## src/rtl/apb_master.sv

```systemverilog
`default_nettype none
// ============================================================================
// Module   : apb_master
// Purpose  : Single-beat APB initiator with a valid/ready command port,
//            a one-cycle response strobe and an optional wait-state timeout.
// Revision : 1.0
// ============================================================================
module apb_master #(
  parameter int ADDR_WIDTH = 33,
  parameter int DATA_WIDTH = 8,
  parameter int TIMEOUT    = 256
) (
  input  logic                  pClk,
  input  logic                  pReset,
  input  logic                  cmd_valid,
  output logic                  cmd_ready,
  input  logic                  cmd_write,
  input  logic [ADDR_WIDTH-1:0] cmd_addr,
  input  logic [DATA_WIDTH-1:0] cmd_wdata,
  output logic                  rsp_valid,
  output logic [DATA_WIDTH-1:0] rsp_rdata,
  output logic                  rsp_err,
  output logic                  pSelect,
  output logic                  pEnable,
  output logic                  pWrite,
  output logic [ADDR_WIDTH-1:0] pAddress,
  output logic [DATA_WIDTH-1:0] pWData,
  input  logic [DATA_WIDTH-1:0] pRData,
  input  logic                  pReady
);

  localparam logic [1:0] S_IDLE   = 2'd0;
  localparam logic [1:0] S_SETUP  = 2'd1;
  localparam logic [1:0] S_ACCESS = 2'd2;

  logic [1:0]            state_q, state_d;
  logic [15:0]           cnt_q, cnt_d;
  logic                  pwrite_q;
  logic [ADDR_WIDTH-1:0] paddr_q;
  logic [DATA_WIDTH-1:0] pwdata_q;
  logic                  rsp_valid_q, rsp_valid_d;
  logic [DATA_WIDTH-1:0] rsp_rdata_q, rsp_rdata_d;
  logic                  rsp_err_q, rsp_err_d;

  logic w_accept;
  logic w_done;
  logic w_abort;
  logic w_to_hit;

  // A TIMEOUT of zero removes the abort path entirely.
  generate
    if (TIMEOUT != 0) begin : g_timeout
      localparam logic [31:0] TO_LAST = 32'(TIMEOUT - 1);
      assign w_to_hit = ({16'd0, cnt_q} == TO_LAST);
    end else begin : g_no_timeout
      assign w_to_hit = 1'b0;
    end
  endgenerate

  assign cmd_ready = (state_q == S_IDLE) || ((state_q == S_ACCESS) && pReady);
  assign w_accept  = cmd_valid && cmd_ready;
  assign w_done    = (state_q == S_ACCESS) && pReady;
  assign w_abort   = (state_q == S_ACCESS) && !pReady && w_to_hit;

  always_comb begin
    state_d     = state_q;
    cnt_d       = cnt_q;
    rsp_valid_d = w_done || w_abort;
    rsp_rdata_d = rsp_rdata_q;
    rsp_err_d   = rsp_err_q;
    case (state_q)
      S_IDLE: begin
        if (w_accept) state_d = S_SETUP;
      end
      S_SETUP: begin
        state_d = S_ACCESS;
        cnt_d   = 16'd0;
      end
      S_ACCESS: begin
        if (pReady) begin
          state_d     = w_accept ? S_SETUP : S_IDLE;
          rsp_rdata_d = pwrite_q ? '0 : pRData;
          rsp_err_d   = 1'b0;
        end else if (w_to_hit) begin
          state_d     = S_IDLE;
          rsp_rdata_d = '0;
          rsp_err_d   = 1'b1;
        end else if (cnt_q != 16'hFFFF) begin
          cnt_d = cnt_q + 16'd1;
        end
      end
      default: state_d = S_IDLE;
    endcase
  end

  always_ff @(posedge pClk or posedge pReset) begin
    if (pReset) begin
      state_q     <= S_IDLE;
      cnt_q       <= 16'd0;
      pwrite_q    <= 1'b0;
      paddr_q     <= '0;
      pwdata_q    <= '0;
      rsp_valid_q <= 1'b0;
      rsp_rdata_q <= '0;
      rsp_err_q   <= 1'b0;
    end else begin
      state_q     <= state_d;
      cnt_q       <= cnt_d;
      rsp_valid_q <= rsp_valid_d;
      rsp_rdata_q <= rsp_rdata_d;
      rsp_err_q   <= rsp_err_d;
      if (w_accept) begin
        pwrite_q <= cmd_write;
        paddr_q  <= cmd_addr;
        pwdata_q <= cmd_wdata;
      end
    end
  end

  assign pSelect   = (state_q != S_IDLE);
  assign pEnable   = (state_q == S_ACCESS);
  assign pWrite    = pwrite_q;
  assign pAddress  = paddr_q;
  assign pWData    = pwdata_q;
  assign rsp_valid = rsp_valid_q;
  assign rsp_rdata = rsp_rdata_q;
  assign rsp_err   = rsp_err_q;

endmodule
`default_nettype wire

```

## config.mk

```make
export PLATFORM = sky130hd
export DESIGN_NAME = apb_master
export DESIGN_NICKNAME = d
export VERILOG_FILES = /design/src/rtl/apb_master.sv
export SDC_FILE = /design/constraint.sdc
export NUM_CORES = 1
export LEC_CHECK = 0
export CAP_MARGIN = 20
export CORE_MARGIN = 2
export CORE_UTILIZATION = 50
export CTS_BUF_LIST = sky130_fd_sc_hd__clkbuf_16
export CTS_CLUSTER_DIAMETER = 60
export CTS_CLUSTER_SIZE = 25
export DETAILED_ROUTE_END_ITERATION = 8
export DONT_BUFFER_PORTS = 1
export SLEW_MARGIN = 5
export SYNTH_ARGS = -nofsm -noshare
export SYNTH_HDL_FRONTEND = slang
export SYNTH_SLANG_ARGS = --single-unit
```

## constraint.sdc

```tcl
create_clock -name pClk -period 3.85 [get_ports pClk]
set_input_delay 0 -clock pClk [delete_from_list [all_inputs] [get_ports pClk]]
set_output_delay 0 -clock pClk [all_outputs]
set_load 0.005 [all_outputs]
```

* Word level (Yosys, flattened, before mapping)
Index checks and enable logic that the tools add are counted.
W data, S select, Z words.
** Storage, ports and cells
- Output and inout bits :: 55
- Input bits :: 54
- Register bits :: 70
** Operators by class
- Mux-type cells :: 14
- Add/subtract/negate cells :: 1
- Reductions and logical operators :: 14
- Equality and inequality tests :: 9
** Operators with widths (number)
- $mux W16 :: 3
- $pmux W16 S2 :: 1
- $mux W8 :: 3
- $add A16 B1 Y16 const B :: 1
- $eq A16 B8 Y1 const B :: 1
- $ne A16 B16 Y1 const B :: 1
- $mux W2 :: 3
- $ne A2 B2 Y1 const B :: 3
- $pmux W2 S3 :: 1
- $reduce_bool A2 Y1 :: 3
- $logic_and A1 B1 Y1 :: 4
- $reduce_and A2 Y1 :: 2
- $reduce_and A4 Y1 :: 1
- $mux W1 :: 3
- $ne A3 B1 Y1 const B :: 1
- $eq A2 B1 Y1 const B :: 1
- $eq A2 B2 Y1 const B :: 1
- $logic_not A2 Y1 :: 1
- $logic_or A1 B1 Y1 :: 2
- $ne A2 B1 Y1 const B :: 1
- $logic_not A1 Y1 :: 1

* Logic depth before layout (Yosys ltp)
Gate-level depths: netlist of run 1.
- Depth in word-level cells :: 7
- Gate-level depth with buffers :: 7
- Mapped depth without buffers :: 5

* Worst setup path before layout of run 1
Ideal clock, no wire load.
- Path type :: register -> register
- From :: register cnt_q[14]
- To :: register cnt_q[5]
- Data arrival time :: 1.760 ns
- Path slack :: 1.948 ns
- Setup time :: 0.141 ns
- Cell stages (with the launch flop) :: 5
- Cells stage by stage :: dfrtp_1 > or4_4 > or4_4 > nand3_2 > o221ai_1
** On the way
- Cells in the longest elaborated chain, start to end :: 3
- Elaborated cells between the ends (all ways) :: 5
- Those cells by class :: eq/ne: 4; reduce/logical: 1
** RTL lines
- start: declaration :: RTL line 37 : logic [15:0] cnt_q, cnt_d;
- start signal: assignment :: RTL line 108 : cnt_q <= cnt_d;
- $ne A16 B16 Y1 or $eq A16 B8 Y1 (tied branches) :: RTL line 88, 54
- $ne A2 B1 Y1 (no line) or $ne A2 B2 Y1 (tied branches)
- $reduce_and A4 Y1 (no line) *
Every way passes the cells marked *; elsewhere a longest branch is shown, timed or not.
A chain may end at the register's enable or synchronous reset.

* Worst setup path in the final report of run 1
- From :: register state_q[0]
- To :: register paddr_q[14] (netlist: pAddress[14])
** On the way
- Cells in the longest elaborated chain, start to end :: 4
- Elaborated cells between the ends (all ways) :: 5
- Those cells by class :: eq/ne: 1; reduce/logical: 4
** RTL lines
- start: declaration :: RTL line 36 : logic [1:0] state_q, state_d;
- start signal: assignment :: RTL line 107 : state_q <= state_d;
- $eq A2 B2 Y1 :: RTL line 60 : assign cmd_ready = (state_q == S_IDLE) || ((state_q == S_ACCESS) && pReady);
- $logic_and A1 B1 Y1 :: RTL line 60
- $logic_or A1 B1 Y1 * :: RTL line 60
- via cmd_ready :: RTL line 16 : output logic cmd_ready,
- $logic_and A1 B1 Y1 * :: RTL line 61 : assign w_accept = cmd_valid && cmd_ready;
- end signal: assignment :: RTL line 114 : paddr_q <= cmd_addr;
- end: declaration :: RTL line 39 : logic [ADDR_WIDTH-1:0] paddr_q;
Mark *: on every way through the listed nets, which the timed path passes. The rest lies on a longest branch.

==> results by group, run 1 <==
Critical path
  • Critical Path End Type: flip-flop
  • Worst Path Required: 4.05 ns
  • Startpoint Class: flip-flop
  • Setup Crit Path Kind: reg -> reg
  • Crit path DAT: 2.35 ns
  • Worst-path fanout max: 43

Place
  • Placed inst area: 0.003119 mm²
  • Pre-CTS setup slack: 1.699 ns
  • Dpl hpwl: 4180 µm
  • Placed insts: 305
  • Buffers on Ports: 0
  • Routability cong.: 0.8623

Global route
  • Global-route wire length before repair: 10430 µm
  • Pin count of the biggest net entering global routing: 71
  • GR Util All Layers: 20.71%
  • Vias in the first global route: 2221
  • Remaining Overflow, GRT: 0
  • Initial antenna violation count: 0

Die
  • Core ar.: 0.005921 mm²
  • IO Pins: 109
  • DIE AREA: 0.006741 mm²
  • Num rows: 28
  • Die height: 82.11 µm
  • Die width: 82.11 µm
  • Initial core utilization: 51.52%

Synthesis
  • Main synth FF type: dfrtp_1
  • Top cell type's share of synthesized area: 57.42%
  • Top cells by area, synth: dfrtp_1, mux2_2, mux2i_1
  • Post-Syn Instances: 237
  • Ys async rst share: 100.0%
  • Yosys cell types: 37
  • Mapped Area: 0.003050 mm²
  • Yosys warnings: 0
  • Leading area contributor after synthesis: dfrtp_1
  • Sequential share of the synthesized area: 57.42%
  • Number of flops mapped to enable cells by yosys: 0
  • Synth Register Bits: 70
  • Syn nets: 292
  • Avg Cell Area, Syn: 12.87 µm²

Clock network
  • CTS buffer count: 9
  • CTS H-tree depth: 3
  • PostCTS Resize Cnt: 0
  • CTS max path bufs: 2
  • Root buffer cell: clkbuf_16
  • Clock Sinks: 70
  • Worst-path clk slew: 0.05 ns
  • CTS tree: done
  • Latest clock arrival within the worst-skew pair: 0.32 ns

Timing
  • Fmax: 463.9 MHz
  • Fin. max-slew vios: 0
  • Clock skew after layout: 0.004710 ns
  • Min Hold Slack: 0.06493 ns
  • # setup viols final: 0
  • Final worst slack: 1.694 ns
  • Crit share post-route: 55.99%
  • Slew headroom: 38.92%
  • Setup TNS Final: 0 ns
  • Final worst path period need: 2.156 ns
  • RSZ-0062 raised after global routing: no
  • Final Hold Fails: 0
  • Worst-margin pin slew: 0.9162 ns

Detailed routing
  • Post-Route WL: 6542 µm
  • Mean number of vias per cell: 5.747
  • Routed len/inst: 17.59 µm
  • DRT Pass-1 Iters: 4
  • First-iteration detailed-routing DRC count: 138
  • DRC: 0
  • Routed Antenna Nets: 0
  • Via count: 2138

Power and ir drop
  • Total Power: 2.070 mW
  • Static Leak: 1.610 nW
  • IR Drop Worst-Case VDD: 0.3303 mV
  • Pwr dens: 531.3 mW/mm²

Finish
  • Multi-input gate area: 0.001229 mm²
  • Diode count: 0
  • Fin nets: 348
  • Storage cell area: 0.001752 mm²
  • Post-Layout Cell Count: 372
  • Post-route cell area: 0.003896 mm²
  • Share of cells above drive strength 1: 22.90%
  • Post-layout util: 65.81%
  • FILL cells: 459
  • Syn-to-layout area delta: 27.73%

Flow run
  • Max-capacitance violation count: 0

Min path
  • Worst hold-check path type: in -> reg

Outcome
  • Status: finished, final reports clean
kinds of logic (layout without fill, tap and decap cells):
family / count (synthesis) / count (layout) / synth area share (%)
AOI/OAI and AO/OA: 30 / 30 / 7.260
adders and majority gates: 1 / 1 / 0.4101
buffers and inverters: 17 / 77 / 2.338
DFF: 70 / 70 / 57.42
muxes: 51 / 51 / 18.46
and+or+nand+nor: 68 / 68 / 14.11
cell usage in the layout (no fill, tap or decap), drive strengths merged, types with 5 or more instances in the layout:
| cell type | Yosys | final |
|---|---|---|
| inv | 8 | 9 |
| or4 | 7 | 7 |
| a21oi | 7 | 7 |
| mux2 | 42 | 42 |
| clkinv | 0 | 5 |
| dfrtp | 70 | 70 |
| nand4 | 8 | 8 |
| nor4 | 10 | 10 |
| clkbuf | 3 | 9 |
| a22o | 8 | 8 |
| nand2 | 15 | 15 |
| mux2i | 9 | 9 |
| nand3 | 11 | 11 |
| dlygate4sd3 | 0 | 52 |
| o21ai | 5 | 5 |
final timing paths:
| check | slack [ns] | depth (start not counted) | from | end |
|---|---|---|---|---|
| max | 1.69 | 3 | state_q[0] | pAddress[14] |
| min | 0.06 | 3 | pReady | rsp_rdata[2] |
| max reg2reg | 1.69 | 3 | state_q[0] | pAddress[14] |
| min reg2reg | 0.53 | 1 | cnt_q[15] | cnt_q[15] |
| max in group asynchronous | 2.89 | 3 | pReset | pAddress[31] |
| min in group asynchronous | 0.41 | 3 | pReset | pAddress[0] |
registers in the layout (all words and copies together) (netlist names):
register / count
rsp_err: 1
cnt_q: 16
pWData: 8
rsp_rdata: 8
rsp_valid: 1
pAddress: 33
pWrite: 1
state_q: 2
repair_timing:
action                    CTS  global route
hold endpoints to repair  130             0
hold buffers               52             0
setup buffers               0             0
cell type report:
| class | count | area share [%] |
|---|---|---|
| Clock buffer | 9 | 5.780 |
| Timing Repair Buffer | 54 | 13.74 |
| Sequential cell | 70 | 44.96 |
| Inverter | 8 | 0.7707 |
| Multi-Input combinational cell | 150 | 31.54 |
| Tap cell | 75 | 2.408 |
| Clock inverter | 6 | 0.8028 |
where the power goes:
part	internal, mW	switching (mW)
sequential	0.905	0.146
clock	0.424	0.274
combinational	0.193	0.129
total	1.52	0.548
critical path, cell delays in order (launching register included):
cell,delay [ns]
dfrtp_1,0.45
a21oi_1,0.32
and2_2,0.83
mux2_2,0.42
synthesized netlist by cell type (4+ instances only):
library cell,number
dfrtp_1,70
mux2_2,42
nand2_1,15
nand3_1,10
mux2i_1,9
nor4_1,9
a22o_1,8
inv_1,8
nand4_1,8
a21oi_1,7
buf_2,6
o211ai_1,4
or4_1,4
metal layers:
metal / global-route usage [%] / up-vias / share of wire [%]
met5: 0 / - / 0
met4: 7.167 / 0 / 0.79
met3: 9.130 / 7 / 8.5
met2: 33.09 / 81 / 51
met1: 25.09 / 1056 / 40
li1: - / 994 / -
(Power assumes the default switching activity.)
==> inputs of run 2 (changes only) <==
clock period = 2 ns   (was 3.85 ns; I/O delays follow)
==> results by group, run 2 (synthesis gave the netlist of run 1 again) <==
Critical path
  • CP dominant cell by count: or4_4
  • CP delay by family, top: simple AND/OR/NAND/NOR gates
  • Crit-path cells: or4_4 > or4_4 > nand3_4 > mux2i_2
  • Worst path bufs/invs: 0
  • Critical Path End Type: flip-flop
  • Critical Path Max Stage Delay: 0.58 ns
  • Levels on crit path: 4
  • Worst Path Required: 2.24 ns
  • Crit path DAT: 2.19 ns
  • Setup Crit Path Kind: reg -> reg
  • Startpoint Class: flip-flop
  • Worst-path fanout max: 4
  • CP max-delay cell: or4_4
  • R2R depth: 4

Finish
  • Most common cell after layout, fill and taps aside: dfrtp_1
  • Syn-to-layout area delta: 36.71%
  • Commonest non-fill, non-tap cells in the layout: dfrtp_1, dlygate4sd3_1, mux2_2
  • Share of cells above drive strength 1: 28.71%
  • Max reg flops: 33
  • Diode count: 0
  • Fin nets: 367

Place
  • Buffers on Ports: 0
  • Dpl hpwl: 4529 µm
  • Pre-CTS setup slack: 0.03107 ns
  • Routability cong.: 0.8323

Global route
  • Remaining Overflow, GRT: 0
  • Pin count of the biggest net entering global routing: 45
  • Global-route wire length before repair: 11400 µm
  • GR Util All Layers: 22.76%
  • Initial antenna violation count: 0
  • Vias in the first global route: 2358

Outcome
  • Status: finished, final reports clean

Detailed routing
  • Via count: 2206
  • Routed Antenna Nets: 0
  • First-iteration detailed-routing DRC count: 155
  • DRT Pass-1 Iters: 4
  • Routed len/inst: 18.18 µm
  • Post-Route WL: 7127 µm
  • Mean number of vias per cell: 5.628
  • DRC: 0

Die
  • Num rows: 28
  • DIE AREA: 0.006741 mm²
  • IO Pins: 109
  • Initial core utilization: 51.52%
  • Die height: 82.11 µm
  • Core ar.: 0.005921 mm²
  • Die width: 82.11 µm

Clock network
  • CTS buffer count: 9
  • CTS max path bufs: 2
  • Worst-path clk slew: 0.06 ns
  • Post-CTS Setup Bufs: 0
  • CTS tree: done
  • CTS H-tree depth: 3
  • Clock Sinks: 70
  • Root buffer cell: clkbuf_16
  • Latest clock arrival within the worst-skew pair: 0.33 ns

Timing
  • Fin. max-slew vios: 0
  • RSZ-0062 raised after global routing: yes
  • # setup viols final: 0
  • Slew headroom: 63.80%
  • Worst-margin pin slew: 0.5380 ns
  • Fmax: 512.8 MHz
  • Final Hold Fails: 0
  • Crit share post-route: 97.50%
  • Setup TNS Final: 0 ns
  • Final worst slack: 0.04990 ns
  • Final worst path period need: 1.950 ns
  • Clock skew after layout: 0.007914 ns

Power and ir drop
  • Sequential Power Share: 44.3%
  • Sw Share: 25.43%
  • Internal cell power: 3.382 mW
  • Pwr dens: 1088 mW/mm²
  • Static Leak: 1.743 nW
  • IR Drop Worst-Case VDD: 0.8229 mV
  • Combinational share of power: 15.5%
  • Net Sw Power: 1.153 mW
  • Clock network power share: 40.2%

Flow run
  • Max-capacitance violation count: 0

Min path
  • Worst hold-check path type: in -> reg
  • Hold path depth: 3
## run 2: worst min-delay path: cells and delay by family
family,cells,cell delay (ns)
compound gates,1,0.20
simple gates,2,0.16
## run 2: worst paths after layout
kind,from,end,slack [ns]
min in group asynchronous,pReset,pAddress[1],0.18
hold reg to reg,pAddress[8],pAddress[8],0.54
max in group asynchronous,pReset,rsp_rdata[5],1.21
setup / recovery,cnt_q[8],cnt_q[1],0.05
hold / removal,pReady,rsp_rdata[4],0.07
setup reg to reg,cnt_q[8],cnt_q[1],0.05
## run 2: through the flow
| step | total power, mW | hold WS [ns] | utilization (%) | instances | instance area [µm²] |
|---|---|---|---|---|---|
| floorplan | 2.428 | 0.1325 | - | 237 | 3050 |
| global placement | 2.595 | -0.05736 | 55.52 | 324 | 3287 |
| detailed placement | 2.635 | -0.04252 | 55.52 | 324 | 3287 |
| CTS | 4.557 | 0.06393 | 70.16 | 392 | 4154 |
| global route | 4.758 | 0.1011 | 70.44 | 392 | 4170 |
| finish | 4.535 | 0.07349 | 70.44 | 392 | 4170 |
## run 2: area by class of cell
type	instances	area (µm²)
flip-flops and latches	70	1752
multi-input cells	150	1245
well taps	75	93.84
clock inverters	7	121.4
inverters	8	30.03
clock buffers	9	225.2
repair buffers	73	703.2
fillers	405	1750
## run 2: what timing repair did
| action | 4_1_cts | 5_1_grt |
|---|---|---|
| setup endpoints to repair | 0 | 3 |
| gates resized for setup | 0 | 3 |
| hold endpoints to repair | 79 | 0 |
| hold buffers | 52 | 0 |
## run 2: power by group through the flow
| stage | sequential, mW | clock [mW] | combinational (mW) |
|---|---|---|---|
| global placement | 2.02 | 0 | 0.576 |
| global route | 2.05 | 1.93 | 0.775 |
| CTS | 2.01 | 1.86 | 0.694 |
| detailed placement | 2.02 | 0 | 0.614 |
| floorplan | 1.96 | 0 | 0.467 |
| finish | 2.01 | 1.82 | 0.704 |
## run 2: metal layers
metal / vias to the layer above / track usage [%] / routed length [µm]
li1: 1038 / - / -
met1: 1065 / 27.55 / 2843
met2: 88 / 37.07 / 3648
met3: 15 / 7.609 / 506
met4: 0 / 10.17 / 129
met5: - / 0 / 0
